$ cat config.mk
export PLATFORM = sky130hd
export DESIGN_NAME = alu_acc_sequencer
export DESIGN_NICKNAME = d
export VERILOG_FILES = /design/src/rtl/alu_pkg.sv /design/src/rtl/alu_rep_counter.sv /design/src/rtl/alu_acc_sequencer.sv
export SDC_FILE = /design/constraint.sdc
export NUM_CORES = 1
export LEC_CHECK = 0
export ABC_CLOCK_PERIOD_IN_PS = 2440
export CAP_MARGIN = 25
export CORE_ASPECT_RATIO = 1.2
export CORE_UTILIZATION = 31
export DETAILED_ROUTE_END_ITERATION = 6
export GPL_TIMING_DRIVEN = 0
export PLACE_DENSITY = 0.72
export SLEW_MARGIN = 20
export SYNTH_ARGS = -nofsm -noshare
export SYNTH_HDL_FRONTEND = slang
export SYNTH_SLANG_ARGS = --single-unit
$ cat constraint.sdc
create_clock -name clk -period 2.44 [get_ports clk]
set_clock_uncertainty 0.1 [all_clocks]
set_input_delay 0.488 -clock clk [delete_from_list [all_inputs] [get_ports clk]]
set_output_delay 0.488 -clock clk [all_outputs]
set_load 0.01 [all_outputs]
$ cat src/rtl/alu_pkg.sv
// alu_pkg: definitions shared by the accumulator sequencer and its sub-modules.
//   W       : default datapath width; must match the attached 4-bit ALU.
//   REP_W   : default width of the repeat field.
//   OP_*    : ALU opcodes, encoded as {L,M,N}.
//   seqState: sequencer FSM states.
package alu_pkg;

  localparam int W     = 4;
  localparam int REP_W = 2;

  localparam logic [2:0] OP_NEGA = 3'b000;  // -A
  localparam logic [2:0] OP_NEGB = 3'b001;  // -B
  localparam logic [2:0] OP_ADD  = 3'b010;  // A+B
  localparam logic [2:0] OP_SUB  = 3'b011;  // A-B
  localparam logic [2:0] OP_AND  = 3'b100;  // A&B
  localparam logic [2:0] OP_OR   = 3'b101;  // A|B
  localparam logic [2:0] OP_MUL  = 3'b110;  // A*B, low W bits
  localparam logic [2:0] OP_XOR  = 3'b111;  // A^B

  typedef enum logic [1:0] {
    IDLE = 2'd0,
    EXEC = 2'd1,
    RESP = 2'd2
  } seqState;

endpackage

$ cat src/rtl/alu_rep_counter.sv
// alu_rep_counter: remaining-iteration counter for the sequencer.
//   clk, rst_n : clock, asynchronous active-low reset (count returns to 0).
//   load       : capture loadVal (takes priority over dec).
//   loadVal    : repeat count minus 1 from the accepted command.
//   dec        : decrement by one.
//   isZero     : count is zero, i.e. the current iteration is the last one.
module alu_rep_counter #(
  parameter int REP_W = 2
) (
  input  logic             clk,
  input  logic             rst_n,
  input  logic             load,
  input  logic [REP_W-1:0] loadVal,
  input  logic             dec,
  output logic             isZero
);

  logic [REP_W-1:0] cnt;

  always_ff @(posedge clk or negedge rst_n) begin
    if (!rst_n) begin
      cnt <= '0;
    end else if (load) begin
      cnt <= loadVal;
    end else if (dec) begin
      cnt <= cnt - 1'b1;
    end
  end

  assign isZero = (cnt == '0);

endmodule

$ cat src/rtl/alu_acc_sequencer.sv
// alu_acc_sequencer: accumulator and command sequencer around a 4-bit
// combinational ALU. A command either loads the accumulator or applies an
// ALU opcode (A = accumulator, B = latched operand) cmd_reps+1 times; the
// final accumulator is returned on the response channel.
//
// Handshakes: a transfer happens on a rising edge where valid and ready are
// both high. The producer holds cmd_* stable while cmd_valid is high and
// cmd_ready is low; rsp_valid/rsp_acc/rsp_zero stay stable until rsp_ready.
//
// Ports:
//   clk, rst_n             clock, asynchronous active-low reset
//   cmd_valid/cmd_ready    command handshake (ready only in IDLE)
//   cmd_load               1 = load cmd_operand, ALU unused
//   cmd_op                 ALU opcode {L,M,N}
//   cmd_operand            operand B / load value
//   cmd_reps               repeat count minus 1
//   alu_a, alu_b           ALU operands (accumulator, latched operand)
//   alu_l, alu_m, alu_n    ALU opcode bits
//   alu_s                  ALU result
//   rsp_valid/rsp_ready    response handshake
//   rsp_acc, rsp_zero      accumulator value and its zero flag
//   rsp_ovf                sticky signed overflow (only with ALU_ACC_OVF_EN)
//   dbgState               current FSM state (seqState encoding)
//
// Build option: define ALU_ACC_OVF_EN to add rsp_ovf.
module alu_acc_sequencer
  import alu_pkg::*;
#(
  parameter int W     = alu_pkg::W,
  parameter int REP_W = alu_pkg::REP_W
) (
  input  logic             clk,
  input  logic             rst_n,
  input  logic             cmd_valid,
  output logic             cmd_ready,
  input  logic             cmd_load,
  input  logic [2:0]       cmd_op,
  input  logic [W-1:0]     cmd_operand,
  input  logic [REP_W-1:0] cmd_reps,
  output logic [W-1:0]     alu_a,
  output logic [W-1:0]     alu_b,
  output logic             alu_l,
  output logic             alu_m,
  output logic             alu_n,
  input  logic [W-1:0]     alu_s,
  output logic             rsp_valid,
  input  logic             rsp_ready,
  output logic [W-1:0]     rsp_acc,
  output logic             rsp_zero,
`ifdef ALU_ACC_OVF_EN
  output logic             rsp_ovf,
`endif
  output logic [1:0]       dbgState
);

  seqState state, stateNext;

  logic [W-1:0] acc;
  logic [2:0]   opQ;
  logic [W-1:0] opndQ;
  logic         zeroQ;
  logic         accept;
  logic         repLast;

  // FSM next-state logic
  always_comb begin
    stateNext = state;
    accept    = 1'b0;
    unique case (state)
      IDLE: begin
        if (cmd_valid) begin
          accept    = 1'b1;
          stateNext = cmd_load ? RESP : EXEC;
        end
      end
      EXEC: begin
        if (repLast) stateNext = RESP;
      end
      RESP: begin
        if (rsp_ready) stateNext = IDLE;
      end
      default: stateNext = IDLE;
    endcase
  end

  always_ff @(posedge clk or negedge rst_n) begin
    if (!rst_n) state <= IDLE;
    else        state <= stateNext;
  end

  // Datapath registers. zeroQ is written alongside every accumulator write
  // so rsp_zero never needs a comparator on the output path.
  always_ff @(posedge clk or negedge rst_n) begin
    if (!rst_n) begin
      acc   <= '0;
      opQ   <= '0;
      opndQ <= '0;
      zeroQ <= 1'b1;
    end else if (accept) begin
      opQ   <= cmd_op;
      opndQ <= cmd_operand;
      if (cmd_load) begin
        acc   <= cmd_operand;
        zeroQ <= (cmd_operand == '0);
      end
    end else if (state == EXEC) begin
      acc   <= alu_s;
      zeroQ <= (alu_s == '0);
    end
  end

  alu_rep_counter #(.REP_W(REP_W)) uRepCounter (
    .clk     (clk),
    .rst_n   (rst_n),
    .load    (accept),
    .loadVal (cmd_reps),
    .dec     ((state == EXEC) && !repLast),
    .isZero  (repLast)
  );

`ifdef ALU_ACC_OVF_EN
  // Signed overflow of the current iteration, judged from sign bits only.
  logic iterOvf;
  always_comb begin
    iterOvf = 1'b0;
    if (opQ == OP_ADD)
      iterOvf = (acc[W-1] == opndQ[W-1]) && (alu_s[W-1] != acc[W-1]);
    else if (opQ == OP_SUB)
      iterOvf = (acc[W-1] != opndQ[W-1]) && (alu_s[W-1] != acc[W-1]);
  end

  always_ff @(posedge clk or negedge rst_n) begin
    if (!rst_n)               rsp_ovf <= 1'b0;
    else if (accept)          rsp_ovf <= 1'b0;
    else if (state == EXEC)   rsp_ovf <= rsp_ovf | iterOvf;
  end
`endif

  assign cmd_ready             = (state == IDLE);
  assign rsp_valid             = (state == RESP);
  assign rsp_acc               = acc;
  assign rsp_zero              = zeroQ;
  assign alu_a                 = acc;
  assign alu_b                 = opndQ;
  assign {alu_l, alu_m, alu_n} = opQ;
  assign dbgState              = state;

endmodule

==> results.sh <==
export IMPL_run_status="complete, no violations"
export IMPL_combPwrFrac_pct=57.9
export IMPL_fillCellCount=210
export IMPL_detail_route_first_pass_iterations=2
export IMPL_synth_area_leaders="sky130_fd_sc_hd__dfrtp_1, sky130_fd_sc_hd__mux2_2, sky130_fd_sc_hd__buf_4"
export IMPL_p_clk_share_pct=11.5
export IMPL_finalNetCount=125
export IMPL_ys_seq_area_share_pct=49.5
export IMPL_drive_above_1_share_pct=29.5
export IMPL_syn_avg_cell_area_um2=12.7
export IMPL_timing_hold_ws_ps=401
export IMPL_critical_path_class="reg2out"
export IMPL_initialDrtViolationCount=1
export IMPL_cpLargestDelayFamily="buffers and inverters"
export IMPL_p_leak_nw=0.518
export IMPL_netlist_area_leader_share_pct=46.3
export IMPL_setup_tns_final_ps=0
export IMPL_synthDistinctLibCells=20
export IMPL_yosys_area_share_xor_xnor_pct=1.08
export IMPL_syn_num_nets=83
export IMPL_timing_critical_path_slowest_cell_delay_ps=530
export IMPL_first_global_vias=647
export IMPL_cts_root_buf="sky130_fd_sc_hd__clkbuf_4"
export IMPL_drt_wl_total_um=1690
export IMPL_min_period_ps=2090
export IMPL_design_die_area_um2=2820
export IMPL_max_clock_path_buffers=2
export IMPL_total_grt_overflow=0
export IMPL_finalCritPeriodShare_pct=85.7
export IMPL_drc_violations_left=0
export IMPL_global_route_wire_length_before_repair_um=2790
export IMPL_crit_buf_inv=2
export IMPL_synth_mux_area_fraction_pct=27.5
export IMPL_antenna_violations_before_repair=0
export IMPL_place_port_buffers=37
export IMPL_syn_area_um2=811
export IMPL_dp_hpwl_um=1340
export IMPL_finalNonFillerCells=136
export IMPL_design_core_area_um2=2380
export IMPL_grt_start_max_net_pins=17
export IMPL_ir_drop_mv=0.598
export IMPL_drv_cap=0
export IMPL_yosys_area_share_adder_pct=1.54
export IMPL_die_h_um=58.0
export IMPL_post_cts_resized_instances=0
export IMPL_clock_insertion_delay_worst_skew_ps=290
export IMPL_hold_viol=0
export IMPL_post_cts_setup_buffers=0
export IMPL_relSlewSlack_pct=52.3
export IMPL_setup_violations_final=0
export IMPL_critical_path_max_fanout=8
export IMPL_synthesized_instance_count=64
export IMPL_num_vias=617
export IMPL_synth_ff_latch_count=16
export IMPL_rsz0062_at_grt="false"
export IMPL_power_switching_share_pct=31.6
export IMPL_power_density_nw_per_um2=1210
export IMPL_netSwitchingPower_mw=0.481
export IMPL_detail_route_vias_per_cell=4.54
export IMPL_synth_yosys_warnings=0
export IMPL_cts_hold_buffers_added=0
export IMPL_ant_nets=0
export IMPL_synth_ff_type="sky130_fd_sc_hd__dfrtp_1"
export IMPL_numCtsBuffers=3
export IMPL_cts_tree="yes"
export IMPL_worst_slew_pin_slew_ps=713
export IMPL_crit_chain="buf_2, nor2b_1, clkdlybuf4s50_1"
export IMPL_htree_num_levels=1
export IMPL_crit_required_ps=1850
export IMPL_n_antenna_cell=0
export IMPL_final_number_of_max_transition_violations=0
export IMPL_ys_async_sr_fraction_pct=100
export IMPL_hold_crit_path_type="reg2reg"
export IMPL_fraction_of_the_mapped_netlist_area_in_compound_gates_pct=3.40
export IMPL_die_width_um=48.7
export IMPL_dominant_cell_by_count_in_the_synthesized_netlist="sky130_fd_sc_hd__mux2_2"
export IMPL_p_int_mw=1.04
export IMPL_area_overhead_vs_synth_pct=54.9
export IMPL_seq_power_share_pct=30.6
export IMPL_floorplan_rows=19
export IMPL_gp_congestion=0.680
export IMPL_clk_transition_reported_paths_ps=100
export IMPL_crit_path_start_kind="flip-flop"
export IMPL_fmax_mhz=478
export IMPL_dominant_combinational_cell_family_by_area_after_synthesis="multiplexers"
export IMPL_synth_edf_count=0
export IMPL_grt_total_usage_pct=13.3
export IMPL_arrival_worst_endpoint_ps=1500
export IMPL_numClockSinks=16
export IMPL_drt_wirelength_per_cell_um=12.4
export IMPL_synth_largest_area_cell="sky130_fd_sc_hd__dfrtp_1"
export IMPL_synth_simple_gate_area_share_pct=9.41
export IMPL_io_pins=38
export IMPL_place_detailed_instances=132
export IMPL_crit_path_top_delay_cell="sky130_fd_sc_hd__clkdlybuf4s50_1"
export IMPL_endpoint_kind="primary output"
export IMPL_initial_utilization_pct=34.1
export IMPL_yosys_top_cells_count="sky130_fd_sc_hd__mux2_2, sky130_fd_sc_hd__dfrtp_1, sky130_fd_sc_hd__buf_4"
==> cells by family (layout without fill, tap and decap cells) <==
group,count (synthesis),after routing
AO/OA/AOI/OAI,5,5
XOR/XNOR,1,1
adder cells (fa/ha/maj),1,1
buffers and inverters,10,51
flip-flops,16,16
multiplexers,20,20
AND/OR/NAND/NOR,11,11
==> path summary, 6_finish.rpt <==
check / startpoint / to / slack (ps) / cells after the start
setup / recovery: dbgState[1] / rsp_valid / 350 / 3
hold / removal: opQ[2] / opQ[2] / 400 / 1
setup reg to reg: dbgState[0] / alu_a[2] / 740 / 4
hold reg to reg: opQ[2] / opQ[2] / 400 / 1
max in group asynchronous: rst_n / dbgState[0] / 1260 / 1
min in group asynchronous: rst_n / opQ[2] / 510 / 1
==> through the flow <==
step | instance area [um2] | power (mW) | setup slack, ps | utilization [%]
2_1_floorplan | 811 | 0.942 | 754 | -
3_3_place_gp | 1220 | 1.35 | 234 | 51.3
3_5_place_dp | 1220 | 1.37 | 233 | 51.3
4_1_cts | 1260 | 1.55 | 334 | 52.8
5_1_grt | 1260 | 1.63 | 207 | 52.8
6_report | 1260 | 1.52 | 349 | 52.8
==> state kept, by name, indices dropped and copies added, names as in the netlist <==
signal / cells
opQ: 3
alu_b: 4
rsp_zero: 1
dbgState: 2
alu_a: 4
uRepCounter.cnt: 2
==> power by group through the flow <==
stage          Sequential (mW)  Clock, mW  Combinational [mW]
3_5_place_dp             0.475          0               0.895
3_3_place_gp             0.468          0               0.880
5_1_grt                  0.484      0.196               0.948
6_report                 0.467      0.175               0.883
2_1_floorplan            0.524          0               0.418
4_1_cts                  0.470      0.183               0.898
==> area by class of cell <==
type	instances	area, um2	area share, %
multi-input cells	38	348	27.7
flip-flops and latches	16	402	32.0
well taps	31	38.8	3.09
plain buffers	7	50.0	3.98
repair buffers	37	370	29.5
inverters	3	11.3	0.896
clock buffers	4	36.3	2.89
==> layer usage <==
metal / GRT usage, % / wire [um] / up-vias
li1: - / - / 297
met1: 14.5 / 706 / 295
met2: 24.2 / 869 / 21
met3: 2.62 / 72 / 4
met4: 7.56 / 36 / 0
met5: 0 / 0 / -
==> cells in the final DEF (no fill, tap or decap) <==
cell,instances
sky130_fd_sc_hd__nor2b_1,1
sky130_fd_sc_hd__nor3b_2,1
sky130_fd_sc_hd__o21a_1,1
sky130_fd_sc_hd__xnor2_1,1
sky130_fd_sc_hd__nor3b_4,1
sky130_fd_sc_hd__mux2_1,1
sky130_fd_sc_hd__mux2i_1,2
sky130_fd_sc_hd__buf_4,6
sky130_fd_sc_hd__buf_2,1
sky130_fd_sc_hd__nor2_1,3
sky130_fd_sc_hd__nor4_1,2
sky130_fd_sc_hd__dfrtp_1,15
sky130_fd_sc_hd__clkbuf_8,1
sky130_fd_sc_hd__clkdlybuf4s50_1,37
sky130_fd_sc_hd__inv_1,3
sky130_fd_sc_hd__mux2_2,17
sky130_fd_sc_hd__dfstp_2,1
sky130_fd_sc_hd__a21oi_1,2
sky130_fd_sc_hd__ha_1,1
sky130_fd_sc_hd__nand2_1,2
sky130_fd_sc_hd__clkbuf_4,3
sky130_fd_sc_hd__nor3b_1,1
sky130_fd_sc_hd__o21ai_0,2
Power figures use the tool's default switching activity.
